`config.mk`:
```
export PLATFORM = sky130hd
export DESIGN_NAME = cdb_arbiter
export DESIGN_NICKNAME = d
export VERILOG_FILES = /design/src/rtl/cdb_arbiter.sv
export SDC_FILE = /design/constraint.sdc
export NUM_CORES = 1
export LEC_CHECK = 0
export CORE_AREA = 2 2 199 201
export CTS_CLUSTER_DIAMETER = 50
export DETAILED_ROUTE_END_ITERATION = 10
export DIE_AREA = 0 0 201 203
export PLACE_DENSITY = 0.5
export SYNTH_ARGS = -nofsm -noshare
export SYNTH_HDL_FRONTEND = slang
export SYNTH_SLANG_ARGS = --single-unit
```
`constraint.sdc`:
```
create_clock -name clk -period 16.1 [get_ports clk]
set_input_delay 3.22 -clock clk [delete_from_list [all_inputs] [get_ports clk]]
set_output_delay 3.22 -clock clk [all_outputs]
set_load 0.01 [all_outputs]
```
`src/rtl/cdb_arbiter.sv`:
```
// Round-robin arbiter for the common data bus: picks one ready ALU/BR/LSQ result per cycle,
// returns a combinational one-hot grant and registers the winner onto cdb_o.
package cdb_arbiter_pkg;
    localparam int unsigned CDB_WIDTH = 32;
    localparam int unsigned TAG_W     = 4;

    typedef struct packed {
        logic [TAG_W-1:0]     tag;
        logic                 rdy;
        logic [CDB_WIDTH-1:0] data;
    } sal_t;
endpackage

module cdb_arbiter
    import cdb_arbiter_pkg::*;
#(
    parameter int unsigned width       = CDB_WIDTH,
    parameter int unsigned alu_rs_size = 8,
    parameter int unsigned br_rs_size  = 3
) (
    input  logic                   clk,
    input  logic                   rst,
    input  sal_t                   alu_rs_o [alu_rs_size],
    input  sal_t                   br_rs_o  [br_rs_size],
    input  sal_t                   lsq_o,
    input  logic                   flush,
    input  logic                   rob_stall,
    output logic [alu_rs_size-1:0] alu_grant,
    output logic [br_rs_size-1:0]  br_grant,
    output logic                   lsq_grant,
    output sal_t                   cdb_o,
    output logic [15:0]            contention_cnt
);
    localparam int unsigned NReq  = alu_rs_size + br_rs_size + 1;
    localparam int unsigned PtrW  = $clog2(NReq);
    localparam int unsigned CandW = PtrW + 1;
    localparam int unsigned CntW  = 16;

    sal_t               req_sal [NReq];
    logic [NReq-1:0]    req;
    logic [NReq-1:0]    grant_vec;
    logic [PtrW-1:0]    ptr_q, ptr_d;
    logic [PtrW-1:0]    win_idx;
    logic [CandW-1:0]   cand;
    logic               found;
    logic               grant_en;
    sal_t               win_sal;
    logic [width-1:0]   win_data;
    sal_t               cdb_q, cdb_d;
    logic [CntW-1:0]    cnt_q, cnt_d;

    // Flatten the three request sources into one index space: ALU, then BR, then LSQ.
    always_comb begin
        for (int unsigned i = 0; i < alu_rs_size; i++) req_sal[i] = alu_rs_o[i];
        for (int unsigned i = 0; i < br_rs_size; i++) req_sal[alu_rs_size + i] = br_rs_o[i];
        req_sal[NReq-1] = lsq_o;
        req = '0;
        for (int unsigned i = 0; i < NReq; i++) req[i] = req_sal[i].rdy;
    end

    // Rotating priority search starting at ptr_q.
    always_comb begin
        found   = 1'b0;
        win_idx = '0;
        cand    = '0;
        for (int unsigned k = 0; k < NReq; k++) begin
            cand = CandW'(ptr_q) + CandW'(k);
            if (cand >= CandW'(NReq)) cand = cand - CandW'(NReq);
            if (!found && req[cand[PtrW-1:0]]) begin
                found   = 1'b1;
                win_idx = cand[PtrW-1:0];
            end
        end
    end

    always_comb begin
        grant_en  = rst && !flush && !rob_stall && found;
        grant_vec = '0;
        if (grant_en) grant_vec[win_idx] = 1'b1;
        alu_grant = grant_vec[alu_rs_size-1:0];
        br_grant  = grant_vec[alu_rs_size +: br_rs_size];
        lsq_grant = grant_vec[NReq-1];
    end

    // Next-state: winner payload onto the bus, pointer past the winner, contention counter.
    always_comb begin
        win_sal  = req_sal[win_idx];
        win_data = width'(win_sal.data);
        cdb_d    = '0;
        ptr_d    = ptr_q;
        cnt_d    = cnt_q;
        if (grant_en) begin
            cdb_d.tag  = win_sal.tag;
            cdb_d.rdy  = 1'b1;
            cdb_d.data = CDB_WIDTH'(win_data);
            ptr_d      = (win_idx == PtrW'(NReq - 1)) ? '0 : win_idx + PtrW'(1);
        end
        if (!flush && !rob_stall && ($countones(req) >= 2) && (cnt_q != {CntW{1'b1}}))
            cnt_d = cnt_q + CntW'(1);
    end

    always_ff @(posedge clk) begin
        if (!rst) begin
            ptr_q <= '0;
            cdb_q <= '0;
            cnt_q <= '0;
        end else begin
            ptr_q <= ptr_d;
            cdb_q <= cdb_d;
            cnt_q <= cnt_d;
        end
    end

    assign cdb_o          = cdb_q;
    assign contention_cnt = cnt_q;
endmodule

```
== Yosys cells after proc, flatten, opt, wreduce, memory -nomap -nowiden ==
Index checks and enable logic that the tools add are counted.

* Bits in registers: 57
* Input bits: 448
* Output and inout port bits: 65
* Logic and storage cells: 172

* Add/subtract/negate cells: 36
* Order comparisons: 28
* Eq/ne operators: 2
* Muxes and demuxes: 68
* Bitwise operators: 1
* Reduce and logical (&&, ||, !) cells: 32

{| class="wikitable"
|+ Operators by type and width
! cell !! number
|-
| $bmux W37 S4 || 1
|-
| $mux W4 || 25
|-
| $mux W37 || 2
|-
| $lt A4 B5 Y1 const B || 13
|-
| $ge A5 B4 Y1 const B || 11
|-
| $bmux W1 S4 || 12
|-
| $sub A4 B4 Y4 const B || 12
|-
| $mux W33 || 1
|-
| $mux W1 || 25
|-
| $add A4 B3 Y5 const B || 4
|-
| $add A4 B4 Y5 const B || 4
|-
| $logic_and A1 B1 Y1 || 18
|-
| $add A16 B1 Y16 const B || 1
|-
| $ne A16 B16 Y1 const B || 1
|-
| $logic_not A1 Y1 || 13
|-
| $add A1 B1 Y2 || 6
|-
| $mux W12 || 1
|-
| $add A4 B2 Y5 const B || 2
|-
| $add A2 B2 Y3 || 3
|-
| $add A4 B1 Y5 const B || 1
|-
| $add A4 B3 Y5 || 1
|-
| $ge A5 B2 Y1 const B || 1
|-
| $ge A5 B5 Y1 const B || 1
|-
| $not A4 Y5 || 1
|-
| other kinds (7) || 7
|}

== Depth between registers and ports, before layout ==
* Depth in word-level cells: 43
* Mapped depth: 23

== Worst setup path after synthesis ==
Ideal clock, no wire load.

* Kind: input to output
* Start: in alu_rs_o[106] in the netlist's numbering
* End: out alu_grant[3]
* Arrival: 6382 ps
* Slack: 6498 ps
* Cell stages on the path: 14
* Cells stage by stage: mux4_2 -> nand4b_1 -> nand2_1 -> or4b_1 -> buf_2 -> nor4_4 -> o311ai_1 -> a31o_2 -> inv_2 -> buf_2 -> buf_1 -> ha_1 -> nand2_1 -> nor2_1

* Cells in the longest elaborated chain, start to end: 41
* Elaborated cells on any way between the ends: 77
* Classes of those cells: order compare (2); mux (51); reduce/logical (24)

{| class="wikitable"
|+ RTL lines
! what !! RTL line !! text
|-
| start: declaration || 23 || <nowiki>input sal_t alu_rs_o [alu_rs_size],</nowiki>
|-
| $bmux W1 S4 || 69 || <nowiki>if (!found && req[cand[PtrW-1:0]]) begin</nowiki>
|-
| $mux W1 (implied by the code) || 69 ||
|-
| $mux W1 || 69 ||
|-
| $logic_not A1 Y1 || 69 ||
|-
| $logic_and A1 B1 Y1 || 69 ||
|-
| $mux W1 || 69 ||
|-
| $logic_not A1 Y1 || 69 ||
|-
| $logic_and A1 B1 Y1 || 69 ||
|-
| [... 25 more ...] || - ||
|-
| $logic_not A1 Y1 || 69 ||
|-
| $logic_and A1 B1 Y1 || 69 ||
|-
| $mux W4 || 69 ||
|-
| $lt A4 B5 Y1 (implied by the code) / $ge A4 B1 Y1 (equally long branches) || 79 || <nowiki>if (grant_en) grant_vec[win_idx] = 1'b1;</nowiki>
|-
| $logic_and A1 B1 Y1 (implied by the code) || 79 ||
|-
| $mux W1 (implied by the code) || 79 ||
|-
| $demux W1 S4 || 79 ||
|-
| $mux W12 * || 79 ||
|-
| end: declaration || 28 || <nowiki>output logic [alu_rs_size-1:0] alu_grant,</nowiki>
|}

Every way passes the cells marked *; elsewhere a longest branch is shown, timed or not. The select of a mux whose other input is x is not followed.

== Worst setup path after layout ==
* Start: in alu_rs_o[106] in the netlist's numbering
* End: out alu_grant[0]

The elaborated chain is that of the path after synthesis.

==> impl_metrics.toml <==
[route]
drtPass1Iterations = 5
drtIter0Drc = 559
drcViolationCount = 0
dr_total_vias = 10550
ant_nets = 0
wl_per_cell_um = 24.20
post_drt_via_cell_ratio = 5.154
wirelength_mm = 49.53

[hold_path]
hp-class = "flop to flop"

[power_and_ir_drop]
clockPowerShare_pct = 7.8
peakVddDrop_v = 0.0001778
p_per_area_nw_per_um2 = 185.6
p_switching_mw = 1.493
leakagePower_nw = 5.723
combPwrFrac_pct = 85.1
p_seq_share_pct = 7.1
p_int_mw = 1.177
switching_share_pct = 55.93

[timing]
min_period_ps = 11250
finalSetupViolCount = 0
max_slew.worst_pin.slew_ps = 1061
fin_ws_ps = 4846
fin_worst_skew_ps = 8.138
fin_setup_tns_ps = 0
maxSlewViolCount = 0
hold_viol_final = 0
rsz0062_at_grt = "no"
period_share_pct = 69.90
slew_headroom_pct = 29.30
fmax_mhz = 88.86

[critical_path]
path_class = "primary input to output port"
worst-path-max-fanout = 52
required_ps = 12880
crit_arrival_ps = 8030
worst_setup_path_end_kind = "output port"
startpoint_type = "primary input"

[floorplanning]
initial_core_util_pct = 22.25
die_w_um = 201
die-area_um2 = 40800
die_h_um = 203
core_um2 = 38470
rows = 72
ios = 513

[placed_design]
numPortBuffers = 512
place_ws_ps = 4841
dp_hpwl_mm = 40.28
gp_congestion = 0.9394
dpl.cell_count = 2028

[cts]
cts_setup_buffers = 0
cts_tree = "done"
cts_buffer_depth = 2
htreeDepth = 3
cts.sinks = 57
clkLatencyLatePin_ps = 340
cts_buffers = 9
cts.repair.resized = 0
cts.reportedPaths.clkPinSlew_ps = 60
ctsHoldBuffers = 0
cts_root_buffer = "clkbuf_16"

[global_route]
grt_pass1_vias = 10450
grt_pass1_wl_mm = 70.60
track_usage_pct = 23.30
antenna_found_initial = 11
overflow = 0
grt_max_degree = 157

[yosys]
syn_nets = 1561
syn-instance-count = 1074
ys_warn_count = 0
synth_top_cell_by_area = "mux2i_1"
synth_area_um2 = 8558
synth_ff_type = "dfxtp_1"
yosysSeqAreaShare_pct = 13.33
synth_seq_cells = 57
synth_edf_count = 0
synth_top_cell_area_share_pct = 14.74
synth_async_sr_flop_share_pct = 0
synth_area_leaders = "mux2i_1, dfxtp_1, a211oi_1"
yosysUniqueCellTypes = 85
syn_avg_cell_area_um2 = 7.969

[cells_and_area]
instances_no_fill = 2047
syn_to_final_growth_pct = 68.07
nets = 2008
drive_above_1_share_pct = 6.225

[job]
cap_violations = 0

[outcome]
status = "finished clean"
[per-stage QoR]
step	cell area [um^2]	util (%)	power, mW	hold WS [ps]
after floorplan	8558	-	1.792	516.6
after global placement	14070	36.57	2.469	492.7
after detailed placement	14070	36.57	2.461	504.4
after CTS	14380	37.37	2.683	512.8
after global routing	14380	37.39	2.874	564.2
final	14380	37.39	2.670	510.5
[cell usage in the layout, fill, tap and decap left out, drive strengths merged, types with 7 or more instances in the layout]
| cell type | count |
|---|---|
| a2111oi | 27 |
| a211o | 28 |
| a211oi | 61 |
| a21oi | 26 |
| a311oi | 40 |
| and2 | 75 |
| and3 | 9 |
| buf | 13 |
| clkbuf | 14 |
| clkdlybuf4s50 | 512 |
| dfxtp | 57 |
| fa | 7 |
| ha | 32 |
| inv | 36 |
| mux2i | 126 |
| mux4 | 13 |
| nand2 | 121 |
| nand2b | 7 |
| nand3 | 22 |
| nand4 | 9 |
| nor2 | 48 |
| nor2b | 8 |
| nor3 | 10 |
| o211ai | 9 |
| o21ai | 31 |
| o22ai | 52 |
| o31a | 18 |
| or3 | 7 |
| xnor2 | 18 |
[metal layers]
layer  wire length (um)  track usage [%]  up-vias
met5                 33                0        -
met4                801            5.529        4
met3               2667            3.997       41
met2              26020            42.99      370
met1              20010            27.96     5101
li1                   -                -     5034
[final cells by class]
type                       count  area, um^2
fill                        4048       24080
multi-input combinational    891        6899
timing repair buffer         525        5235
sequential                    57        1141
tap                          518       648.1
clock buffer                  14       274.0
inverter                      37       143.9
clock inverter                 2       35.03
antenna                        3       7.507
[worst max-delay path, cell delays in order]
cell and delay, ps:
clkdlybuf4s50_1 520, mux4_2 620, nand4b_1 130, nand2_1 80, or4b_1 700, nor4b_1 230
a2111oi_0 420, o21ai_0 160, o31a_2 220, inv_4 500, ha_1 260, nand2_1 90
nor2_1 280, clkdlybuf4s50_1 590
[power by group through the flow]
stage          registers, mW  clock network [mW]  logic [mW]
2_1_floorplan          0.210                   0        1.58
5_1_grt                0.193               0.220        2.46
4_1_cts                0.189               0.217        2.28
3_3_place_gp           0.192                   0        2.28
6_report               0.189               0.209        2.27
3_5_place_dp           0.192                   0        2.27
[cell usage after synthesis (all sizes together), types with 32 or more instances]
| cell type | count |
|---|---|
| a311oi | 40 |
| inv | 36 |
| nor2 | 48 |
| and2 | 75 |
| dfxtp | 57 |
| nand2 | 121 |
| clkbuf | 32 |
| buf | 57 |
| mux2i | 126 |
| ha | 32 |
| a211oi | 61 |
| o22ai | 52 |
[worst paths after layout]
path | start | end | slack [ps] | cells past startpoint
setup / recovery | alu_rs_o[106] | alu_grant[0] | 4850 | 14
hold / removal | contention_cnt[7]$_SDFFE_PN0P_ | contention_cnt[7]$_SDFFE_PN0P_ | 510 | 2
setup reg to reg | ptr_q[2]$_SDFFE_PN0P_ | cdb_o[19]$_SDFF_PN0_ | 8670 | 17
hold reg to reg | contention_cnt[7]$_SDFFE_PN0P_ | contention_cnt[7]$_SDFFE_PN0P_ | 510 | 2
[state kept, by name (all words and copies together), names as in the netlist]
signal and count:
ptr_q 4, cdb_o 37, contention_cnt 16
[cell families (layout without fill, tap and decap cells)]
| logic type | after synthesis | count (layout) | share of synthesized area [%] |
|---|---|---|---|
| flops | 57 | 57 | 13.33 |
| buf+inv | 126 | 578 | 6.535 |
| mux | 140 | 140 | 18.29 |
| xor+xnor | 21 | 21 | 2.237 |
| compound gates | 353 | 353 | 33.25 |
| simple gates | 338 | 338 | 20.04 |
| fa+ha+maj | 39 | 39 | 6.316 |
| other cells | 0 | 3 | 0 |
Power figures use the tool's default switching activity.
